## config.mk

```make
export PLATFORM = sky130hd
export DESIGN_NAME = div_iter_unit
export DESIGN_NICKNAME = d
export VERILOG_FILES = /design/src/rtl/div_iter_unit_pkg.sv /design/src/rtl/div_core_step.sv /design/src/rtl/div_iter_unit_chk.sv /design/src/rtl/div_iter_unit.sv
export SDC_FILE = /design/constraint.sdc
export NUM_CORES = 1
export LEC_CHECK = 0
export CORE_ASPECT_RATIO = 2
export CORE_MARGIN = 3
export CORE_UTILIZATION = 50
export DETAILED_ROUTE_END_ITERATION = 8
export PLACE_DENSITY = 0.71
export SLEW_MARGIN = 20
export SYNTH_ARGS = -nofsm -noshare
export SYNTH_HDL_FRONTEND = slang
export SYNTH_SLANG_ARGS = --single-unit
```

## constraint.sdc

```tcl
create_clock -name clk -period 5.9 [get_ports clk]
set_input_delay 0.885 -clock clk [delete_from_list [all_inputs] [get_ports clk]]
set_output_delay 0.885 -clock clk [all_outputs]
set_load 0.02 [all_outputs]
```

## src/rtl/div_iter_unit_pkg.sv

```systemverilog
// Shared definitions for the execute-stage divider: opcodes, FSM states,
// architectural constants and a magnitude helper.
package div_iter_unit_pkg;

  localparam int DATA_W = 32;

  typedef logic [DATA_W-1:0] data_t;

  localparam logic [2:0] F3_DIV  = 3'b100;
  localparam logic [2:0] F3_DIVU = 3'b101;
  localparam logic [2:0] F3_REM  = 3'b110;
  localparam logic [2:0] F3_REMU = 3'b111;

  localparam data_t DIV_ZERO_Q = 32'hFFFF_FFFF;
  localparam data_t INT_MIN    = 32'h8000_0000;

  typedef enum logic [1:0] {
    IDLE = 2'd0,
    CALC = 2'd1,
    DONE = 2'd2
  } div_state_t;

  // Two's complement magnitude for signed operands; INT_MIN maps to 2^31 as unsigned.
  function automatic data_t f_mag(input data_t v, input logic is_signed);
    if (is_signed && v[DATA_W-1]) begin
      f_mag = ~v + 32'd1;
    end else begin
      f_mag = v;
    end
  endfunction

endpackage

```

## src/rtl/div_core_step.sv

```systemverilog
// One radix-2 restoring division step: shift the next dividend bit into the
// partial remainder and subtract the divisor when it fits.
module div_core_step
  import div_iter_unit_pkg::*;
(
  input  data_t i_rem,
  input  data_t i_q,
  input  data_t i_div,
  output data_t o_rem,
  output data_t o_q
);

  logic [32:0] w_shift;
  logic        w_ge;

  // 33-bit compare keeps a full-scale unsigned divisor from overflowing.
  always_comb begin
    w_shift = {i_rem, i_q[31]};
    w_ge    = (w_shift >= {1'b0, i_div});
    if (w_ge) begin
      o_rem = w_shift[31:0] - i_div;
    end else begin
      o_rem = w_shift[31:0];
    end
    o_q = {i_q[30:0], w_ge};
  end

endmodule

```

## src/rtl/div_iter_unit_chk.sv

```systemverilog
// Protocol checks on the request channel of the iterative divider.
module div_iter_unit_chk (
  input logic       i_clk,
  input logic       i_rst,
  input logic       i_req_valid,
  input logic       i_req_ready,
  input logic [2:0] i_funct3
);

  a_funct3_legal: assert property (@(posedge i_clk) disable iff (i_rst)
    (i_req_valid && i_req_ready) |-> i_funct3[2])
    else $error("div_iter_unit: request presented with non-divide funct3 %b", i_funct3);

endmodule

```

## src/rtl/div_iter_unit.sv

```systemverilog
// Multi-cycle RV32M DIV/DIVU/REM/REMU unit with valid/ready request and
// response channels; corner cases resolve in one cycle, others take 32 steps.
module div_iter_unit
  import div_iter_unit_pkg::*;
#(
  parameter int XLEN  = 32,
  parameter int CNT_W = 6
) (
  input  logic            clk,
  input  logic            rst,
  input  logic            flush,
  input  logic            req_valid,
  output logic            req_ready,
  input  logic [2:0]      req_funct3,
  input  logic [XLEN-1:0] req_a,
  input  logic [XLEN-1:0] req_b,
  output logic            resp_valid,
  input  logic            resp_ready,
  output logic [XLEN-1:0] resp_data,
  output logic            busy
);

  div_state_t       r_state;
  div_state_t       w_state_nxt;
  logic [CNT_W-1:0] r_cnt;
  data_t            r_rem, r_q, r_div;
  logic             r_sel_rem, r_neg_q, r_neg_r;
  logic             r_req_ready, r_resp_valid, r_busy;
  data_t            r_resp_data;

  logic  w_accept, w_signed, w_b_zero, w_ovf, w_special, w_neg_q, w_neg_r;
  data_t w_a_mag, w_b_mag, w_spec_data, w_rem_nxt, w_q_nxt, w_fix_data;

  div_core_step u_step (
    .i_rem (r_rem),
    .i_q   (r_q),
    .i_div (r_div),
    .o_rem (w_rem_nxt),
    .o_q   (w_q_nxt)
  );

  div_iter_unit_chk u_chk (
    .i_clk       (clk),
    .i_rst       (rst),
    .i_req_valid (req_valid),
    .i_req_ready (r_req_ready),
    .i_funct3    (req_funct3)
  );

  // Request decode: operand magnitudes, sign flags and one-cycle corner cases.
  always_comb begin
    w_accept  = req_valid && r_req_ready && req_funct3[2] && !flush;
    w_signed  = ~req_funct3[0];
    w_a_mag   = f_mag(req_a, w_signed);
    w_b_mag   = f_mag(req_b, w_signed);
    w_b_zero  = (req_b == 32'd0);
    w_ovf     = w_signed && (req_a == INT_MIN) && (req_b == 32'hFFFF_FFFF);
    w_special = w_b_zero || w_ovf;
    w_neg_q   = w_signed && (req_a[31] ^ req_b[31]) && !w_b_zero;
    w_neg_r   = w_signed && req_a[31];
    if (w_b_zero) begin
      w_spec_data = req_funct3[1] ? req_a : DIV_ZERO_Q;
    end else begin
      w_spec_data = req_funct3[1] ? 32'd0 : INT_MIN;
    end
    if (r_sel_rem) begin
      w_fix_data = r_neg_r ? (~w_rem_nxt + 32'd1) : w_rem_nxt;
    end else begin
      w_fix_data = r_neg_q ? (~w_q_nxt + 32'd1) : w_q_nxt;
    end
  end

  // Next-state logic; flush overrides every state.
  always_comb begin
    w_state_nxt = r_state;
    if (flush) begin
      w_state_nxt = IDLE;
    end else begin
      case (r_state)
        IDLE: begin
          if (w_accept) begin
            w_state_nxt = w_special ? DONE : CALC;
          end else begin
            w_state_nxt = IDLE;
          end
        end
        CALC: begin
          if (r_cnt == '0) begin
            w_state_nxt = DONE;
          end else begin
            w_state_nxt = CALC;
          end
        end
        DONE: begin
          if (resp_ready) begin
            w_state_nxt = IDLE;
          end else begin
            w_state_nxt = DONE;
          end
        end
        default: w_state_nxt = IDLE;
      endcase
    end
  end

  // State, handshake outputs and datapath registers.
  always_ff @(posedge clk) begin
    if (rst) begin
      r_state      <= IDLE;
      r_cnt        <= '0;
      r_rem        <= 32'd0;
      r_q          <= 32'd0;
      r_div        <= 32'd0;
      r_sel_rem    <= 1'b0;
      r_neg_q      <= 1'b0;
      r_neg_r      <= 1'b0;
      r_req_ready  <= 1'b1;
      r_resp_valid <= 1'b0;
      r_busy       <= 1'b0;
      r_resp_data  <= 32'd0;
    end else begin
      r_state      <= w_state_nxt;
      r_req_ready  <= (w_state_nxt == IDLE);
      r_resp_valid <= (w_state_nxt == DONE);
      r_busy       <= (w_state_nxt != IDLE);
      case (r_state)
        IDLE: begin
          if (w_accept) begin
            r_cnt     <= CNT_W'(31);
            r_rem     <= 32'd0;
            r_q       <= w_a_mag;
            r_div     <= w_b_mag;
            r_sel_rem <= req_funct3[1];
            r_neg_q   <= w_neg_q;
            r_neg_r   <= w_neg_r;
            if (w_special) begin
              r_resp_data <= w_spec_data;
            end
          end
        end
        CALC: begin
          r_rem <= w_rem_nxt;
          r_q   <= w_q_nxt;
          r_cnt <= r_cnt - CNT_W'(1);
          // Final step: sign-correct straight into the response register.
          if (r_cnt == '0) begin
            r_resp_data <= w_fix_data;
          end
        end
        DONE:    r_resp_data <= r_resp_data;
        default: r_resp_data <= r_resp_data;
      endcase
    end
  end

  assign req_ready  = r_req_ready;
  assign resp_valid = r_resp_valid;
  assign resp_data  = r_resp_data;
  assign busy       = r_busy;

endmodule

```

[Word-level counts from Yosys, hierarchy flattened]
Cells that the tools add are included.
Storage, ports and cells
  memory bits (read-only): 0
  memories: 0
  input bits: 72
  flip-flop bits (word level): 142
  bits in latches: 0
  output and inout port bits: 35
  RAM bits: 0
Operators by class
  bitwise logic cells: 6
  $add $sub $neg: 6
  divide/modulo/power cells: 0
  multipliers: 0
  shift-type cells: 0
  reduce and logical (&&, ||, !) cells: 21
  $lt $le $gt $ge: 1
  multiplexer cells: 25
  eq/ne operators: 8
Operators by type and width (number)
  2-to-1 mux 32 bit: 14
  one-hot mux 32 bit (2 select lines): 3
  adder 32 x 1 -> 32 bit, second input constant: 4
  inverter 32 bit: 4
  equality test 32 bit, second input constant: 2
  greater-or-equal comparator 33 x 32 -> 1 bit: 1
  logical NOT 32 bit: 1
  subtractor 32 bit: 1
  one-hot mux 6 bit (2 select lines): 1
  2-to-1 mux 2 bit: 5
  logical AND 1 bit: 9
  logical NOT 6 bit: 1
  2-to-1 mux 6 bit: 1
  != test 2 bit, second input constant: 3
  one-hot mux 2 bit (3 select lines): 1
  subtractor 6 x 1 -> 6 bit, second input constant: 1
  equality test 2 bit, second input constant: 2
  logical NOT 2 bit: 2
  AND reduction 2 bit: 2
  AND reduction 4 bit: 1
  nonzero test 2 bit: 2
  equality test 2 x 1 -> 1 bit, second input constant: 1
  logical NOT 1 bit: 2
  logical OR 1 bit: 1
  2 further kinds: 2

[Depth between registers and ports, before layout]
  depth in word-level cells: 9
  depth in mapped cells: 22
  mapped depth without buffers: 19

[By module]
A second synthesis with hierarchy kept.
Unflattened totals
  cell total of the unflattened synthesis: 1474
  area total of the unflattened synthesis: 11252.0 um^2
Modules (own cells, without submodules)
  div_iter_unit: sequential area each 2842.7 um^2, instances 1, area each 8645.8 um^2, cells each 1128
  div_core_step: sequential area each 0.0 um^2, instances 1, area each 2606.2 um^2, cells each 346

[Worst setup path before layout]
Ideal clock, no wire load.
  path type: register to register
  start: register r_rem[10]
  end: register r_resp_data[28], in the netlist resp_data[28]
  data required time: 5786 ps
  cell stages (with the launch flop): 22
  arrival time: 4904 ps
  slack: 882 ps
  buffers on the path: 3
  clock period less this slack: 5018 ps
  path through: dfxtp_1 -> ha_1 -> buf_2 -> and4_1 -> nand2b_1 -> o221ai_1 -> o21ai_1 -> nand2_2 -> inv_1 -> buf_1 -> clkbuf_1 -> ha_1 -> nand2_1 -> or4_1 -> or4_4 -> or3_4 -> o31ai_4 -> xnor2_1 -> a2bb2oi_2 -> o21a_1 -> a31oi_1 -> a21o_1
On the way
  cells in the longest elaborated chain, start to end: 8
  elaborated cells between the ends (all ways): 12
  those cells by class: add/sub (3); order compare (1); mux (6); bitwise (2)
Ends and longest elaborated chain
  from (decl): RTL line div_iter_unit.sv:26  | data_t r_rem, r_q, r_div;
  from (signal assigned): RTL line div_iter_unit.sv:142  | r_rem <= w_rem_nxt;
  subtractor 32 bit or greater-or-equal comparator 33 x 32 -> 1 bit (tied branches): RTL line div_core_step.sv:21, div_core_step.sv:19
  2-to-1 mux 32 bit: RTL line div_core_step.sv:20  | if (w_ge) begin
  inverter 32 bit: RTL line div_iter_unit.sv:67  | w_fix_data = r_neg_r ? (~w_rem_nxt + 32'd1) : w_rem_nxt;
  adder 32 x 1 -> 32 bit: RTL line div_iter_unit.sv:67
  2-to-1 mux 32 bit: RTL line div_iter_unit.sv:67
  2-to-1 mux 32 bit (*): RTL line div_iter_unit.sv:66  | if (r_sel_rem) begin
  2-to-1 mux 32 bit (*): RTL line div_iter_unit.sv:146  | if (r_cnt == '0) begin
  one-hot mux 32 bit (2 select lines) (*): RTL line div_iter_unit.sv:126  | case (r_state)
  to (signal assigned): RTL line div_iter_unit.sv:147  | r_resp_data <= w_fix_data;
  to (signal assigned): RTL line div_iter_unit.sv:150  | DONE: r_resp_data <= r_resp_data;
  to (signal assigned): RTL line div_iter_unit.sv:151  | default: r_resp_data <= r_resp_data;
  to (decl): RTL line div_iter_unit.sv:29  | data_t r_resp_data;
Mark *: on every way between the ends. The rest lies on a longest branch, timed or not. The select of a mux whose other input is x is not followed.
A chain may end at the register's enable or synchronous reset.

[Worst setup path in the final report]
  start: register r_rem[5]
  end: register r_resp_data[30], in the netlist resp_data[30]
The elaborated chain is that of the path after synthesis.

==> impl_metrics.csv <==
group,metric,value,unit
grt,grt_use_total,0.335,
cells_and_area,drive_gt1_frac,0.0528,
timing,drv_slew,0,
synth,netlist_instances,1593,
floorplan,coreArea,0.0224,sq mm
timing,tns,0,ps
synth,yosysTopAreaCell,"dfxtp_1",
setup_path,worstSetupEndpointType,"flip-flop",
cts,cts_tree,"done",
floorplan,die_x,113,um
timing,max_freq,199,MHz
synth,ys_warn_count,0,
floorplan,start_util,0.513,
synth,synth_top_area_frac,0.248,
timing,worst_pin_slew,1050,ps
job,cap_violations,0,
placement,port_buffers,106,
synth,syn_avg_cell_area,7.19,sq um
synth,synth_cell_types,79,
detailed_routing,routed_via_density,6.50,
grt,grt-ovfl-total,0,
floorplan,fp.dieH,220,um
grt,grt_start_max_net_pins,86,
setup_path,critical_path_class,"reg -> reg",
synth,yosys-top-cells-area,"dfxtp_1 25%, a21oi_1 6.5%, nor2_1 6.3%, xnor2_1 5.8%, nand2_1 5.3%",
cts,numCtsBuffers,17,
detailed_routing,vias,12501,
cells_and_area,nets,1746,
synth,synthArstFlopShare,0,
cts,root_buffer,"clkbuf_16",
synth,syn_area,0.0115,sq mm
timing,timing.final.crit_period,5020,ps
detailed_routing,wl_per_cell,22.0,um
grt,grt_pass1_wl,65200,um
floorplan,io_pins,107,
cts,path_clk_slew,60,ps
setup_path,worst_ep_arrival_time,5370,ps
floorplan,die_area,0.0249,sq mm
placement,place.gp.congestion,0.980,
cts,cts_max_level,4,
grt,globalRouteMet1Util,0.344,
synth,synth_ff_type,"dfxtp_1",
floorplan,std_cell_rows,77,
grt,use_met3,0.0566,
timing,hold_viol_final,0,
cts,postCtsSetupBuffers,0,
cts,clock_path_buffers,2,
pwr,irDropWorstVdd,0.222,mV
timing,fin_ws,880,ps
min_path,hold_class,"reg -> reg",
placement,place_ws,669,ps
timing,finalSetupViolCount,0,
cells_and_area,diodes,0,
cts,cts_hold_buf,0,
synth,synth_seq_cells,142,
detailed_routing,drt-total-wl,42300,um
synth,synth_nets,1705,
setup_path,crit_fanout,11,
detailed_routing,antenna_left,0,
cts,clk_latency,440,ps
grt,grt_pass1_vias,11903,
synth,synth-edff-count,0,
detailed_routing,first_pass_iters,8,
timing,grt_setup_unrepaired,"no",
pwr,power.density,248,mW/mm^2
detailed_routing,drc,0,
cts,clkSinkCount,142,
grt,antenna_found_initial,0,
placement,dp_hpwl,32000,um
grt,grt-busiest-layer,"met2",
grt,grt_use_met2,0.586,
timing,slew-limit-headroom,0.298,
outcome,outcome,"finished, final reports clean",
pwr,p_leak,4.67,nW
cells_and_area,fill_cells,2190,
synth,yosysSeqAreaShare,0.248,
detailed_routing,dr.first_iter.drc_count,917,
timing,period_share,0.851,
cts,ctsResizeCount,0,
setup_path,startpoint_type,"flip-flop",
setup_path,required,6250,ps
pwr,power,3.27,mW
timing,finClkSkew,6.52,ps
cells_and_area,area_growth,15.4,%
layer usage:
| layer | wire, um | vias up |
|---|---|---|
| li1 | - | 5929 |
| met1 | 14900 | 5914 |
| met2 | 21200 | 491 |
| met3 | 2170 | 167 |
| met4 | 3960 | 0 |
| met5 | 0 | - |
cells in the final DEF, fill, tap and decap left out, types with 18 or more instances in the layout:
master / n
o21ai_0: 102
clkdlybuf4s50_1: 105
o31ai_1: 18
a21oi_1: 149
ha_1: 39
mux2i_1: 24
a31oi_1: 41
buf_4: 19
a211oi_1: 39
nand2_1: 162
inv_1: 55
xor2_1: 52
nor3_1: 39
xnor2_1: 76
nor4_1: 18
nor2_1: 191
nand4_1: 26
dfxtp_1: 142
nand3_1: 40
a22oi_1: 29
o211ai_1: 22
per-stage QoR:
step	cells	hold slack (ps)	instance area, sq um	utilization
finish	1923	459	13200	0.591
global route	1923	481	13200	0.591
CTS	1923	459	13200	0.591
detailed placement	1891	451	12600	0.563
global placement	1891	444	12600	0.563
floorplan	1593	432	11500	-
power by group:
part	leakage, nW	internal (mW)	switching (mW)
clock network	0.302	0.708	0.451
registers	1.15	0.987	0.0310
logic	3.21	0.386	0.710
cells in the mapped netlist (40+ instances only):
cell,instances
a21oi_1,149
a31oi_1,41
clkbuf_1,71
dfxtp_1,142
inv_1,55
nand2_1,162
nand3_1,40
nor2_1,192
o21ai_0,102
xnor2_1,76
xor2_1,52
sequential cells by signal, summed over array words and instances, names as in the netlist:
register / cells
r_q: 32
r_div: 32
r_sel_rem: 1
resp_valid: 1
busy: 1
resp_data: 32
r_rem: 32
r_neg_q: 1
req_ready: 1
r_state: 2
r_cnt: 6
r_neg_r: 1
cell type report:
cell class,instances,area (sq um),share of cell area
Clock buffer,22,484,0.0366
Clock inverter,10,134,0.0101
Inverter,57,214,0.0162
Multi-Input combinational cell,1292,8010,0.606
Sequential cell,142,2840,0.215
Tap cell,276,345,0.0261
Timing Repair Buffer,124,1190,0.0903
final timing paths:
path	start	endpoint	slack, ps	cells after the start
worst min-delay path	r_div[31]	r_div[31]	460	2
worst max register to register	r_rem[5]	resp_data[30]	880	17
worst max-delay path	r_rem[5]	resp_data[30]	880	17
worst min register to register	r_div[31]	r_div[31]	460	2
worst max-delay path, stage by stage (launching register included):
cell	delay, ps
dfxtp_1	350
ha_1	450
a21oi_1	440
o21a_1	230
o221ai_1	140
o21ai_1	420
nand2_2	190
inv_1	110
ha_1	180
nand2_1	90
or4_1	520
or4_4	550
or3_4	410
o21ai_0	220
xor2_1	100
a221oi_1	280
a21oi_1	70
a211oi_1	170
kinds of logic (layout without fill, tap and decap cells):
family          Yosys count  after routing  share of synthesized area
compound gates          526            526                      0.297
mux                      30             30                     0.0269
fa+ha+maj                40             40                     0.0443
flops                   142            142                      0.248
buf+inv                 159            213                     0.0557
xor+xnor                128            128                     0.0978
simple gates            568            568                      0.230
(Power assumes the default switching activity.)
